**src/rtl/pulse_seq_pkg.sv**
```systemverilog
// Shared types for the pulse sequencer: FSM states, config field codes and
// the per-channel parameter record held in the config table.
package pulse_seq_pkg;

    // Width of the channel select carried on o_ch_sel and the config address.
    localparam int CH_W = 2;

    // ST_NEXT names the slot-end decision point. The FSM resolves it in the
    // same edge that ends a slot (straight to SETUP or IDLE), so it is never
    // occupied as a registered state.
    typedef enum logic [2:0] {
        ST_IDLE  = 3'd0,
        ST_SETUP = 3'd1,
        ST_SYNC  = 3'd2,
        ST_SLOT  = 3'd3,
        ST_NEXT  = 3'd4
    } state_e;

    // Field codes found in i_cfg_addr[1:0].
    typedef enum logic [1:0] {
        FLD_HIT_LEN     = 2'd0,
        FLD_GND_LEN     = 2'd1,
        FLD_PULSE_COUNT = 2'd2,
        FLD_HUSH_LEN    = 2'd3
    } field_e;

    // One channel's pulse parameters, in output-port order.
    typedef struct packed {
        logic [7:0]  hit_len;
        logic [7:0]  gnd_len;
        logic [3:0]  pulse_count;
        logic [15:0] hush_len;
    } ch_cfg_t;

endpackage

```
**src/rtl/pulse_sequencer_if.sv**
```systemverilog
// Control/status bundle between the host side and the pulse sequencer.
interface pulse_sequencer_if #(
    parameter int NCH = 4
);
    import pulse_seq_pkg::*;

    logic            i_run;
    logic [23:0]     i_frame_len;
    logic [15:0]     i_slot_len;
    logic [NCH-1:0]  i_ch_en;
    logic            i_cfg_we;
    logic [3:0]      i_cfg_addr;
    logic [15:0]     i_cfg_data;
    logic            o_sync;
    logic [CH_W-1:0] o_ch_sel;
    logic [7:0]      o_hit_len;
    logic [7:0]      o_gnd_len;
    logic [3:0]      o_pulse_count;
    logic [15:0]     o_hush_len;
    logic            o_busy;
    logic            o_frame_start;
    logic            o_overrun;

    // Host side: drives run/timing/config, observes the sequence.
    modport master (
        output i_run, i_frame_len, i_slot_len, i_ch_en,
        output i_cfg_we, i_cfg_addr, i_cfg_data,
        input  o_sync, o_ch_sel, o_hit_len, o_gnd_len, o_pulse_count,
        input  o_hush_len, o_busy, o_frame_start, o_overrun
    );

    // Sequencer side.
    modport slave (
        input  i_run, i_frame_len, i_slot_len, i_ch_en,
        input  i_cfg_we, i_cfg_addr, i_cfg_data,
        output o_sync, o_ch_sel, o_hit_len, o_gnd_len, o_pulse_count,
        output o_hush_len, o_busy, o_frame_start, o_overrun
    );

endinterface

```
**src/rtl/pulse_cfg_table.sv**
```systemverilog
// Per-channel parameter table: NCH entries of four fields, one field-wide
// write port and one whole-entry combinational read port.
module pulse_cfg_table
    import pulse_seq_pkg::*;
#(
    parameter int NCH = 4
) (
    input  logic            hi_clk,
    input  logic            rst,
    input  logic            wr_en_i,
    input  logic [CH_W-1:0] wr_ch_i,
    input  field_e          wr_field_i,
    input  logic [15:0]     wr_data_i,
    input  logic [CH_W-1:0] rd_ch_i,
    output ch_cfg_t         rd_data_o
);

    ch_cfg_t tbl_q [NCH];

    // Field write; narrower fields take the LSBs of the write data.
    // NOTE: this storage is reset on purpose -- a channel that was never
    // programmed must drive all-zero parameters, so it cannot be a plain RAM.
    always_ff @(posedge hi_clk or posedge rst) begin
        if (rst) begin
            for (int i = 0; i < NCH; i++) begin
                tbl_q[i] <= '0;
            end
        end else if (wr_en_i && (int'(wr_ch_i) < NCH)) begin
            case (wr_field_i)
                FLD_HIT_LEN:     tbl_q[wr_ch_i].hit_len     <= wr_data_i[7:0];
                FLD_GND_LEN:     tbl_q[wr_ch_i].gnd_len     <= wr_data_i[7:0];
                FLD_PULSE_COUNT: tbl_q[wr_ch_i].pulse_count <= wr_data_i[3:0];
                FLD_HUSH_LEN:    tbl_q[wr_ch_i].hush_len    <= wr_data_i;
                default:         ;
            endcase
        end
    end

    assign rd_data_o = (int'(rd_ch_i) < NCH) ? tbl_q[rd_ch_i] : '0;

endmodule

```
**src/rtl/pulse_sequencer.sv**
```systemverilog
// Frame-driven sequencer that time-shares one pulse_channel between NCH
// transducers: each enabled channel gets a slot of SETUP, SYNC and SLOT time.
module pulse_sequencer
    import pulse_seq_pkg::*;
#(
    parameter int NCH       = 4,
    parameter int SYNC_W    = 4,
    parameter int SETUP_CYC = 2
) (
    input logic               hi_clk,
    input logic               rst,
    pulse_sequencer_if.slave  bus
);

    localparam int          MIN_SLOT   = SETUP_CYC + SYNC_W;
    localparam logic [15:0] SYNC_FIRST = 16'(SETUP_CYC);
    localparam logic [15:0] SYNC_LAST  = 16'(MIN_SLOT - 1);

    state_e          state_q;
    logic [23:0]     frame_cnt_q, frame_cnt_d, frame_last;
    logic [15:0]     slot_cnt_q, slot_last;
    logic [CH_W-1:0] ch_q, first_ch, next_ch, launch_ch;
    logic            first_found, next_found;
    logic            tick, idle, slot_end;
    logic            sync_q, busy_q;
    ch_cfg_t         cfg_q, tbl_rd;

    // Frame period and slot length are sampled live and clamped from below.
    // NOTE: every variable assigned in an always_comb gets a value on every
    // path (here unconditionally) so no latch can be inferred.
    always_comb begin
        frame_last = (bus.i_frame_len < 24'd2) ? 24'd1 : bus.i_frame_len - 24'd1;
        slot_last  = (bus.i_slot_len < 16'(MIN_SLOT)) ? SYNC_LAST
                                                      : bus.i_slot_len - 16'd1;
        if (!bus.i_run) begin
            frame_cnt_d = '0;
        end else if (frame_cnt_q >= frame_last) begin
            frame_cnt_d = '0;
        end else begin
            frame_cnt_d = frame_cnt_q + 24'd1;
        end
    end

    // Lowest enabled channel overall and lowest enabled channel above ch_q.
    always_comb begin
        first_found = 1'b0;
        first_ch    = '0;
        next_found  = 1'b0;
        next_ch     = '0;
        for (int i = NCH - 1; i >= 0; i--) begin
            if (bus.i_ch_en[i]) begin
                first_found = 1'b1;
                first_ch    = CH_W'(i);
                if (i > int'(ch_q)) begin
                    next_found = 1'b1;
                    next_ch    = CH_W'(i);
                end
            end
        end
    end

    assign idle      = (state_q == ST_IDLE);
    assign tick      = bus.i_run && (frame_cnt_q == '0);
    assign slot_end  = !idle && (slot_cnt_q >= slot_last);
    assign launch_ch = idle ? first_ch : next_ch;

    // Frame counter: held at 0 while stopped, wraps at the frame period.
    // NOTE: clocked state uses non-blocking assignments only, so every
    // register samples pre-edge values regardless of block ordering.
    always_ff @(posedge hi_clk or posedge rst) begin
        if (rst) begin
            frame_cnt_q <= '0;
        end else begin
            frame_cnt_q <= frame_cnt_d;
        end
    end

    pulse_cfg_table #(
        .NCH (NCH)
    ) u_cfg_table (
        .hi_clk     (hi_clk),
        .rst        (rst),
        .wr_en_i    (bus.i_cfg_we),
        .wr_ch_i    (bus.i_cfg_addr[3:2]),
        .wr_field_i (field_e'(bus.i_cfg_addr[1:0])),
        .wr_data_i  (bus.i_cfg_data),
        .rd_ch_i    (launch_ch),
        .rd_data_o  (tbl_rd)
    );

    // Sequencing FSM; the slot counter runs from the first SETUP cycle and
    // the slot-end decision goes straight to the next SETUP or to IDLE.
    always_ff @(posedge hi_clk or posedge rst) begin
        if (rst) begin
            state_q    <= ST_IDLE;
            slot_cnt_q <= '0;
            ch_q       <= '0;
            sync_q     <= 1'b0;
            busy_q     <= 1'b0;
            cfg_q      <= '0;
        end else begin
            case (state_q)
                ST_IDLE: begin
                    if (tick && first_found) begin
                        state_q    <= ST_SETUP;
                        slot_cnt_q <= '0;
                        ch_q       <= first_ch;
                        cfg_q      <= tbl_rd;
                        busy_q     <= 1'b1;
                    end
                end
                ST_SETUP, ST_SYNC, ST_SLOT: begin
                    if (slot_end) begin
                        sync_q     <= 1'b0;
                        slot_cnt_q <= '0;
                        if (next_found) begin
                            state_q <= ST_SETUP;
                            ch_q    <= next_ch;
                            cfg_q   <= tbl_rd;
                        end else begin
                            state_q <= ST_IDLE;
                            busy_q  <= 1'b0;
                        end
                    end else begin
                        slot_cnt_q <= slot_cnt_q + 16'd1;
                        if (state_q == ST_SETUP && slot_cnt_q == SYNC_FIRST - 16'd1) begin
                            state_q <= ST_SYNC;
                            sync_q  <= 1'b1;
                        end
                        if (state_q == ST_SYNC && slot_cnt_q == SYNC_LAST) begin
                            state_q <= ST_SLOT;
                            sync_q  <= 1'b0;
                        end
                    end
                end
                default: begin
                    state_q <= ST_IDLE;
                    sync_q  <= 1'b0;
                    busy_q  <= 1'b0;
                end
            endcase
        end
    end

    assign bus.o_sync        = sync_q;
    assign bus.o_ch_sel      = ch_q;
    assign bus.o_hit_len     = cfg_q.hit_len;
    assign bus.o_gnd_len     = cfg_q.gnd_len;
    assign bus.o_pulse_count = cfg_q.pulse_count;
    assign bus.o_hush_len    = cfg_q.hush_len;
    assign bus.o_busy        = busy_q;
    // Tick-coincident pulses, forced low while reset is asserted.
    assign bus.o_frame_start = !rst && tick && idle;
    assign bus.o_overrun     = !rst && tick && !idle;

endmodule

```
**src/flat_wrapper.sv**
```systemverilog
// flat-port wrapper written by rule: the top's interface ports become plain ports
module pulse_sequencer_flat import pulse_seq_pkg::*;
#(
    parameter int NCH       = 4,
    parameter int SYNC_W    = 4,
    parameter int SETUP_CYC = 2
)
  (hi_clk, rst, bus_i_run, bus_i_frame_len, bus_i_slot_len, bus_i_ch_en, bus_i_cfg_we, bus_i_cfg_addr, bus_i_cfg_data, bus_o_sync, bus_o_ch_sel, bus_o_hit_len, bus_o_gnd_len, bus_o_pulse_count, bus_o_hush_len, bus_o_busy, bus_o_frame_start, bus_o_overrun);
  pulse_sequencer_if #(.NCH(NCH)) bus_i ();
  input logic hi_clk;
  input logic rst;
  input wire logic [$bits(bus_i.i_run)-1:0] bus_i_run;
  input wire logic [$bits(bus_i.i_frame_len)-1:0] bus_i_frame_len;
  input wire logic [$bits(bus_i.i_slot_len)-1:0] bus_i_slot_len;
  input wire logic [$bits(bus_i.i_ch_en)-1:0] bus_i_ch_en;
  input wire logic [$bits(bus_i.i_cfg_we)-1:0] bus_i_cfg_we;
  input wire logic [$bits(bus_i.i_cfg_addr)-1:0] bus_i_cfg_addr;
  input wire logic [$bits(bus_i.i_cfg_data)-1:0] bus_i_cfg_data;
  output wire logic [$bits(bus_i.o_sync)-1:0] bus_o_sync;
  output wire logic [$bits(bus_i.o_ch_sel)-1:0] bus_o_ch_sel;
  output wire logic [$bits(bus_i.o_hit_len)-1:0] bus_o_hit_len;
  output wire logic [$bits(bus_i.o_gnd_len)-1:0] bus_o_gnd_len;
  output wire logic [$bits(bus_i.o_pulse_count)-1:0] bus_o_pulse_count;
  output wire logic [$bits(bus_i.o_hush_len)-1:0] bus_o_hush_len;
  output wire logic [$bits(bus_i.o_busy)-1:0] bus_o_busy;
  output wire logic [$bits(bus_i.o_frame_start)-1:0] bus_o_frame_start;
  output wire logic [$bits(bus_i.o_overrun)-1:0] bus_o_overrun;
  assign bus_i.i_run = bus_i_run;
  assign bus_i.i_frame_len = bus_i_frame_len;
  assign bus_i.i_slot_len = bus_i_slot_len;
  assign bus_i.i_ch_en = bus_i_ch_en;
  assign bus_i.i_cfg_we = bus_i_cfg_we;
  assign bus_i.i_cfg_addr = bus_i_cfg_addr;
  assign bus_i.i_cfg_data = bus_i_cfg_data;
  assign bus_o_sync = bus_i.o_sync;
  assign bus_o_ch_sel = bus_i.o_ch_sel;
  assign bus_o_hit_len = bus_i.o_hit_len;
  assign bus_o_gnd_len = bus_i.o_gnd_len;
  assign bus_o_pulse_count = bus_i.o_pulse_count;
  assign bus_o_hush_len = bus_i.o_hush_len;
  assign bus_o_busy = bus_i.o_busy;
  assign bus_o_frame_start = bus_i.o_frame_start;
  assign bus_o_overrun = bus_i.o_overrun;
  pulse_sequencer #(.NCH(NCH), .SYNC_W(SYNC_W), .SETUP_CYC(SETUP_CYC)) u_core (.hi_clk(hi_clk), .rst(rst), .bus(bus_i));
endmodule
```
**config.mk**
```make
export PLATFORM = sky130hd
export DESIGN_NAME = pulse_sequencer_flat
export DESIGN_NICKNAME = d
export VERILOG_FILES = /design/src/rtl/pulse_seq_pkg.sv /design/src/rtl/pulse_sequencer_if.sv /design/src/rtl/pulse_cfg_table.sv /design/src/rtl/pulse_sequencer.sv /design/src/flat_wrapper.sv
export SDC_FILE = /design/constraint.sdc
export NUM_CORES = 1
export LEC_CHECK = 0
export CORE_ASPECT_RATIO = 0.6
export CORE_MARGIN = 2
export CORE_UTILIZATION = 45
export DETAILED_ROUTE_END_ITERATION = 7
export GPL_ROUTABILITY_DRIVEN = 0
export PLACE_DENSITY = 0.71
export SETUP_SLACK_MARGIN = 0.1
export SYNTH_ARGS = -nofsm -noshare
export SYNTH_HDL_FRONTEND = slang
export SYNTH_SLANG_ARGS = --single-unit
```
**constraint.sdc**
```tcl
create_clock -name hi_clk -period 19.87 [get_ports hi_clk]
set_clock_uncertainty 0.1 [all_clocks]
set_input_delay 3.974 -clock hi_clk [delete_from_list [all_inputs] [get_ports hi_clk]]
set_output_delay 3.974 -clock hi_clk [all_outputs]
set_load 0.1 [all_outputs]
```
==> flow_summary.json, run 1 <==
{
  "status": "finished clean",
  "routed-wl-met2_um": 11500,
  "crit_chain": "clkdlybuf4s50_1 > inv_8 > nand3_1 > nor2_1 > clkdlybuf4s50_1",
  "synth_seq_cells": 226,
  "arrival_ns": 6.50,
  "cts_buffers": 22,
  "grt_use_total_pct": 19.5,
  "cts_buffer_depth": 3,
  "dpl.hpwl_um": 18700,
  "grt_pass1_wl_um": 45500,
  "clk_pin_slew_ns": 0.07,
  "num_rows": 46,
  "ys_async_sr_fraction_pct": 100,
  "postSynthCellCount": 1064,
  "grt.overflow.total": 0,
  "dieHeight_um": 131,
  "tightest_slew_ns": 1.12,
  "post_cts_buffers": 0,
  "root_buffer": "clkbuf_16",
  "vias": 8470,
  "holdWs_ns": 0.400,
  "crit_path_frequent_cell": "clkdlybuf4s50_1",
  "min_path_cells": 1,
  "finalPower_uw": 1890,
  "pin_count": 110,
  "drv_cap": 0,
  "final_area_um2": 14400,
  "multi_input_area_um2": 6210,
  "placed_area_um2": 13600,
  "wl_um": 27200,
  "r2r_slack_ns": 16.36,
  "drt_iter0_drc": 609,
  "drc": 0,
  "synth_cell_type_count": 58,
  "fin_crit_sh_pct": 53.2,
  "dieArea_um2": 28300,
  "end_kind": "output port",
  "avgSynthCellArea_um2": 11.4,
  "clk_latency_ns": 0.51,
  "timing.rr.end": "u_core.bus.o_hush_len[10]",
  "drv_slew": 0,
  "hold_viol": 0,
  "drtAntennaViolNets": 0,
  "top_layer_used": "met4",
  "instances_no_fill": 1537,
  "grt_pass1_vias": 8487,
  "antenna_found_initial": 0,
  "die_w_um": 216,
  "power_leakage_uw": 0.00649,
  "synth-warning-count": 0,
  "post-place-cells": 1497,
  "wire_per_inst_um": 17.7,
  "layout_commonest_cell": "dfrtp_1",
  "cts_hold_buffers": 0,
  "start_util_pct": 45.9,
  "vias_per_cell": 5.51,
  "worstHoldStart": "u_core.bus.o_pulse_count[2]",
  "seqCellArea_um2": 5660,
  "period_needed_ns": 10.58,
  "coreArea_um2": 26500,
  "area_growth_pct": 18.9,
  "synth_edf_count": 0,
  "wl_met3_um": 1120,
  "pwr_density_cell_nw_per_um2": 131,
  "clock-sinks": 226,
  "setup_viol": 0,
  "layout_common_cells": "dfrtp_1 (226), mux2_2 (180), mux2i_1 (109), clkdlybuf4s50_1 (109), nor2_1 (69)",
  "seq_area_frac_synth_pct": 46.6,
  "fmax_mhz": 94.5,
  "grt_max_degree": 90,
  "drive_gt1_share_pct": 20.9,
  "max_stage_delay_ns": 1.14,
  "path_class": "in2out",
  "rsz0062_at_grt": "false",
  "m1WireLength_um": 14300,
  "irDropWorstVdd_v": 0.0000966,
  "min_to": "u_core.bus.o_pulse_count[2]",
  "tns_ns": 0,
  "crit_required_ns": 15.80,
  "slew_headroom_pct": 24.7,
  "final_nets": 1275,
  "cpMaxStageDelayCell": "clkdlybuf4s50_1",
  "fill_cells": 2315,
  "synth_area_um2": 12100,
  "ff2ff_path_depth": 8,
  "path_buf_inv": 3,
  "diodes": 0,
  "drtPass1Iterations": 6,
  "ys.flop_type": "dfrtp_1",
  "crit_path_start_kind": "input pin",
  "rr_startpoint": "u_core.slot_cnt_q[2]",
  "cpLargestDelayFamily": "buffers and inverters",
  "ctsResizeCount": 0,
  "syn_nets": 1178,
  "hp-class": "reg2reg",
  "cts.htree.levels": 1,
  "port_buffers": 109,
  "cts_tree": "done",
  "cp_max_fo": 89
}
==> layer usage <==
metal	vias to the layer above	GRT usage, %
met5	-	0
met4	0	3.27
met3	27	3.75
met2	151	28.0
met1	4257	30.8
li1	4035	-
==> power breakdown <==
group | total, µW | internal (µW) | switching [µW]
registers | 651 | 574 | 77.9
logic | 769 | 284 | 486
clock network | 469 | 287 | 182
total | 1890 | 1140 | 746
==> cells by family (layout without fill, tap and decap cells) <==
| family | Yosys count | after routing | share of synthesized area (%) |
|---|---|---|---|
| mux | 291 | 291 | 25.9 |
| compound gates | 81 | 81 | 4.23 |
| buf+inv | 78 | 191 | 2.76 |
| simple gates | 290 | 290 | 12.1 |
| flops | 226 | 226 | 46.6 |
| xor+xnor | 52 | 52 | 3.75 |
| fa+ha+maj | 46 | 46 | 4.74 |
==> area by class of cell <==
class	instances	share of cell area, %
multi-input combinational	760	43.0
clock inverter	8	1.01
inverter	29	0.806
timing repair buffer	122	8.23
clock buffer	32	4.64
tap	360	3.12
sequential	226	39.2
==> worst max path at each step <==
stage | cells after the start | startpoint | to | slack (ns)
floorplan | 3 | rst | bus_o_frame_start | 5.22
global placement | 5 | rst | bus_o_overrun | 9.26
detailed placement | 5 | rst | bus_o_frame_start | 9.27
CTS | 5 | rst | bus_o_frame_start | 9.27
global route | 5 | rst | bus_o_overrun | 9.13
finish | 5 | rst | bus_o_frame_start | 9.29
==> stage by stage <==
step	setup slack, ns	util, %
after floorplan	5.22	-
after global placement	9.26	51.5
after detailed placement	9.27	51.5
after CTS	9.27	54.5
after global routing	9.13	54.5
final	9.29	54.5
==> worst register-to-register path, stage by stage, from the launching register on <==
cell and delay (ns):
dfrtp_1 0.50, ha_1 0.36, nand2_1 0.04, o21ai_0 0.18
a41oi_1 0.17, or3_1 0.77, a21oi_4 0.32, buf_4 0.53
mux2_2 0.43
==> cells in the mapped netlist (4+ instances only) <==
library cell / n / area, µm²
o21ai_0: 17 / 85.1
or4_1: 5 / 37.5
buf_1: 4 / 15.0
nand4_1: 13 / 81.3
ha_1: 46 / 576
nor4_1: 18 / 113
nand3b_1: 4 / 30.0
a211oi_1: 6 / 45.0
or3_1: 12 / 75.1
xor2_1: 28 / 245
a21oi_1: 17 / 85.1
nor2_1: 69 / 259
clkbuf_1: 30 / 113
dfrtp_1: 226 / 5660
nor3_1: 26 / 130
buf_2: 10 / 50.1
xnor2_1: 24 / 210
nor2b_1: 4 / 25.0
a31oi_1: 17 / 106
nand3_1: 37 / 185
nand2b_1: 11 / 68.8
nand2_1: 66 / 248
inv_1: 29 / 109
mux2i_1: 109 / 1090
and3_1: 8 / 50.1
mux2_2: 180 / 2030
No activity file was read; power rests on OpenSTA's default activity.
==> inputs of run 2 (changes only) <==
==> constraint.sdc (replaced) <==
create_clock -name hi_clk -period 10 [get_ports hi_clk]
set_clock_uncertainty 0.1 [all_clocks]
set_input_delay 2 -clock hi_clk [delete_from_list [all_inputs] [get_ports hi_clk]]
set_output_delay 2 -clock hi_clk [all_outputs]
set_load 0.1 [all_outputs]
==> run 2 against run 1 <==
Sequential cell count unchanged. Final cell count down 0.20%. Final area fell by 0.55%.
==> flow_summary.json, run 2 (synthesis gave the netlist of run 1 again) <==
{
  "grt_use_total_pct": 19.4,
  "drc": 0,
  "post-place-cells": 1496,
  "cts_buffer_depth": 3,
  "cts_buffers": 22,
  "crit_path_start_kind": "input pin",
  "dieHeight_um": 131,
  "min_path_cells": 1,
  "wl_um": 27100,
  "drive_gt1_share_pct": 20.4,
  "drv_slew": 0,
  "setup_viol": 0,
  "placed_area_um2": 13600,
  "cpMaxStageDelayCell": "clkdlybuf4s50_1",
  "cp_max_fo": 4,
  "grt_max_degree": 169,
  "hp-class": "reg2reg",
  "wire_per_inst_um": 17.7,
  "slew_headroom_pct": 29.1,
  "path_buf_inv": 2,
  "rr_startpoint": "u_core.frame_cnt_q[0]",
  "vias_per_cell": 5.53,
  "final_nets": 1274,
  "drt_iter0_drc": 578,
  "arrival_ns": 4.42,
  "final_area_um2": 14400,
  "ctsResizeCount": 0,
  "drtPass1Iterations": 5,
  "crit_required_ns": 7.90,
  "min_to": "u_core.bus.o_pulse_count[2]",
  "period_needed_ns": 6.52,
  "cpLargestDelayFamily": "buffers and inverters",
  "hold_viol": 0,
  "num_rows": 46,
  "pin_count": 110,
  "instances_no_fill": 1534,
  "r2r_slack_ns": 6.60,
  "cts_tree": "done",
  "status": "finished clean",
  "fill_cells": 2364,
  "layout_common_cells": "dfrtp_1 (226), mux2_2 (180), mux2i_1 (109), clkdlybuf4s50_1 (109), nor2_1 (69)",
  "drtAntennaViolNets": 0,
  "antenna_found_initial": 0,
  "layout_commonest_cell": "dfrtp_1",
  "ff2ff_path_depth": 9,
  "grt_pass1_vias": 8355,
  "dpl.hpwl_um": 18800,
  "fmax_mhz": 153,
  "grt_pass1_wl_um": 44800,
  "clk_pin_slew_ns": 0.06,
  "rsz0062_at_grt": "false",
  "pwr_density_cell_nw_per_um2": 255,
  "worstHoldStart": "u_core.bus.o_pulse_count[2]",
  "irDropWorstVdd_v": 0.000191,
  "start_util_pct": 45.9,
  "area_growth_pct": 18.3,
  "cts.htree.levels": 1,
  "vias": 8483,
  "timing.rr.end": "u_core.bus.o_hush_len[2]",
  "grt.overflow.total": 0,
  "die_w_um": 216,
  "port_buffers": 109,
  "clock-sinks": 226,
  "crit_chain": "clkdlybuf4s50_1 > nor4bb_1 > and4_1 > nand3_1 > nor2_1 > clkdlybuf4s50_1",
  "post_cts_buffers": 0,
  "cp-startpoint": "bus_i_run",
  "path_class": "in2out",
  "max_stage_delay_ns": 1.13,
  "power_leakage_uw": 0.00644,
  "root_buffer": "clkbuf_16",
  "tightest_slew_ns": 1.06,
  "cts_hold_buffers": 0,
  "clk_latency_ns": 0.51,
  "dieArea_um2": 28300,
  "holdWs_ns": 0.388,
  "coreArea_um2": 26500,
  "diodes": 0,
  "tns_ns": 0,
  "end_kind": "output port",
  "fin_crit_sh_pct": 65.2,
  "drv_cap": 0,
  "crit_path_frequent_cell": "clkdlybuf4s50_1"
}
[run 2: cell count changes in the layout (fill, tap and decap cells not counted)]
cell / before / now
clkbuf_1: 3 / 6
buf_12: 0 / 1
nor3_2: 3 / 1
clkinv_2: 3 / 1
inv_8: 2 / 0
clkinvlp_4: 0 / 2
bufinv_16: 4 / 1
nor3_4: 1 / 3
buf_4: 13 / 11
[run 2: worst max-delay path by stage]
stage,depth (start not counted),to
6_report,6,bus_o_overrun
5_1_grt,14,u_core.bus.o_hit_len[1]
4_1_cts,6,bus_o_overrun
3_5_place_dp,14,u_core.bus.o_hush_len[0]
3_3_place_gp,14,u_core.bus.o_gnd_len[5]
2_1_floorplan,3,bus_o_frame_start
[run 2: cell type report]
class | count | area [µm²] | share of cell area (%)
clock buffer | 35 | 681 | 4.74
timing repair buffer | 121 | 1190 | 8.31
sequential | 226 | 5660 | 39.4
clock inverter | 3 | 42.5 | 0.296
inverter | 29 | 113 | 0.784
tap | 360 | 450 | 3.14
multi-input combinational | 760 | 6220 | 43.3
[run 2: power breakdown]
group | internal, µW | switching, µW
logic | 563 | 964
clock network | 491 | 344
registers | 1140 | 155
total | 2190 | 1460
[run 2: metrics by stage]
stage	utilization, %	setup slack (ns)	power [µW]
2_1_floorplan	-	1.81	2460
3_3_place_gp	51.5	3.33	2820
3_5_place_dp	51.5	3.01	2850
4_1_cts	54.2	3.48	3700
5_1_grt	54.2	3.16	3850
6_report	54.2	3.48	3660
[run 2: metal layers]
metal | part of all wire [%] | global-route usage (%) | vias up | wire, µm
met5 | 0 | 0 | - | 0
met4 | 1.5 | 3.42 | 0 | 398
met3 | 4.0 | 3.36 | 33 | 1080
met2 | 42 | 28.0 | 149 | 11400
met1 | 53 | 30.4 | 4272 | 14200
li1 | - | - | 4029 | -
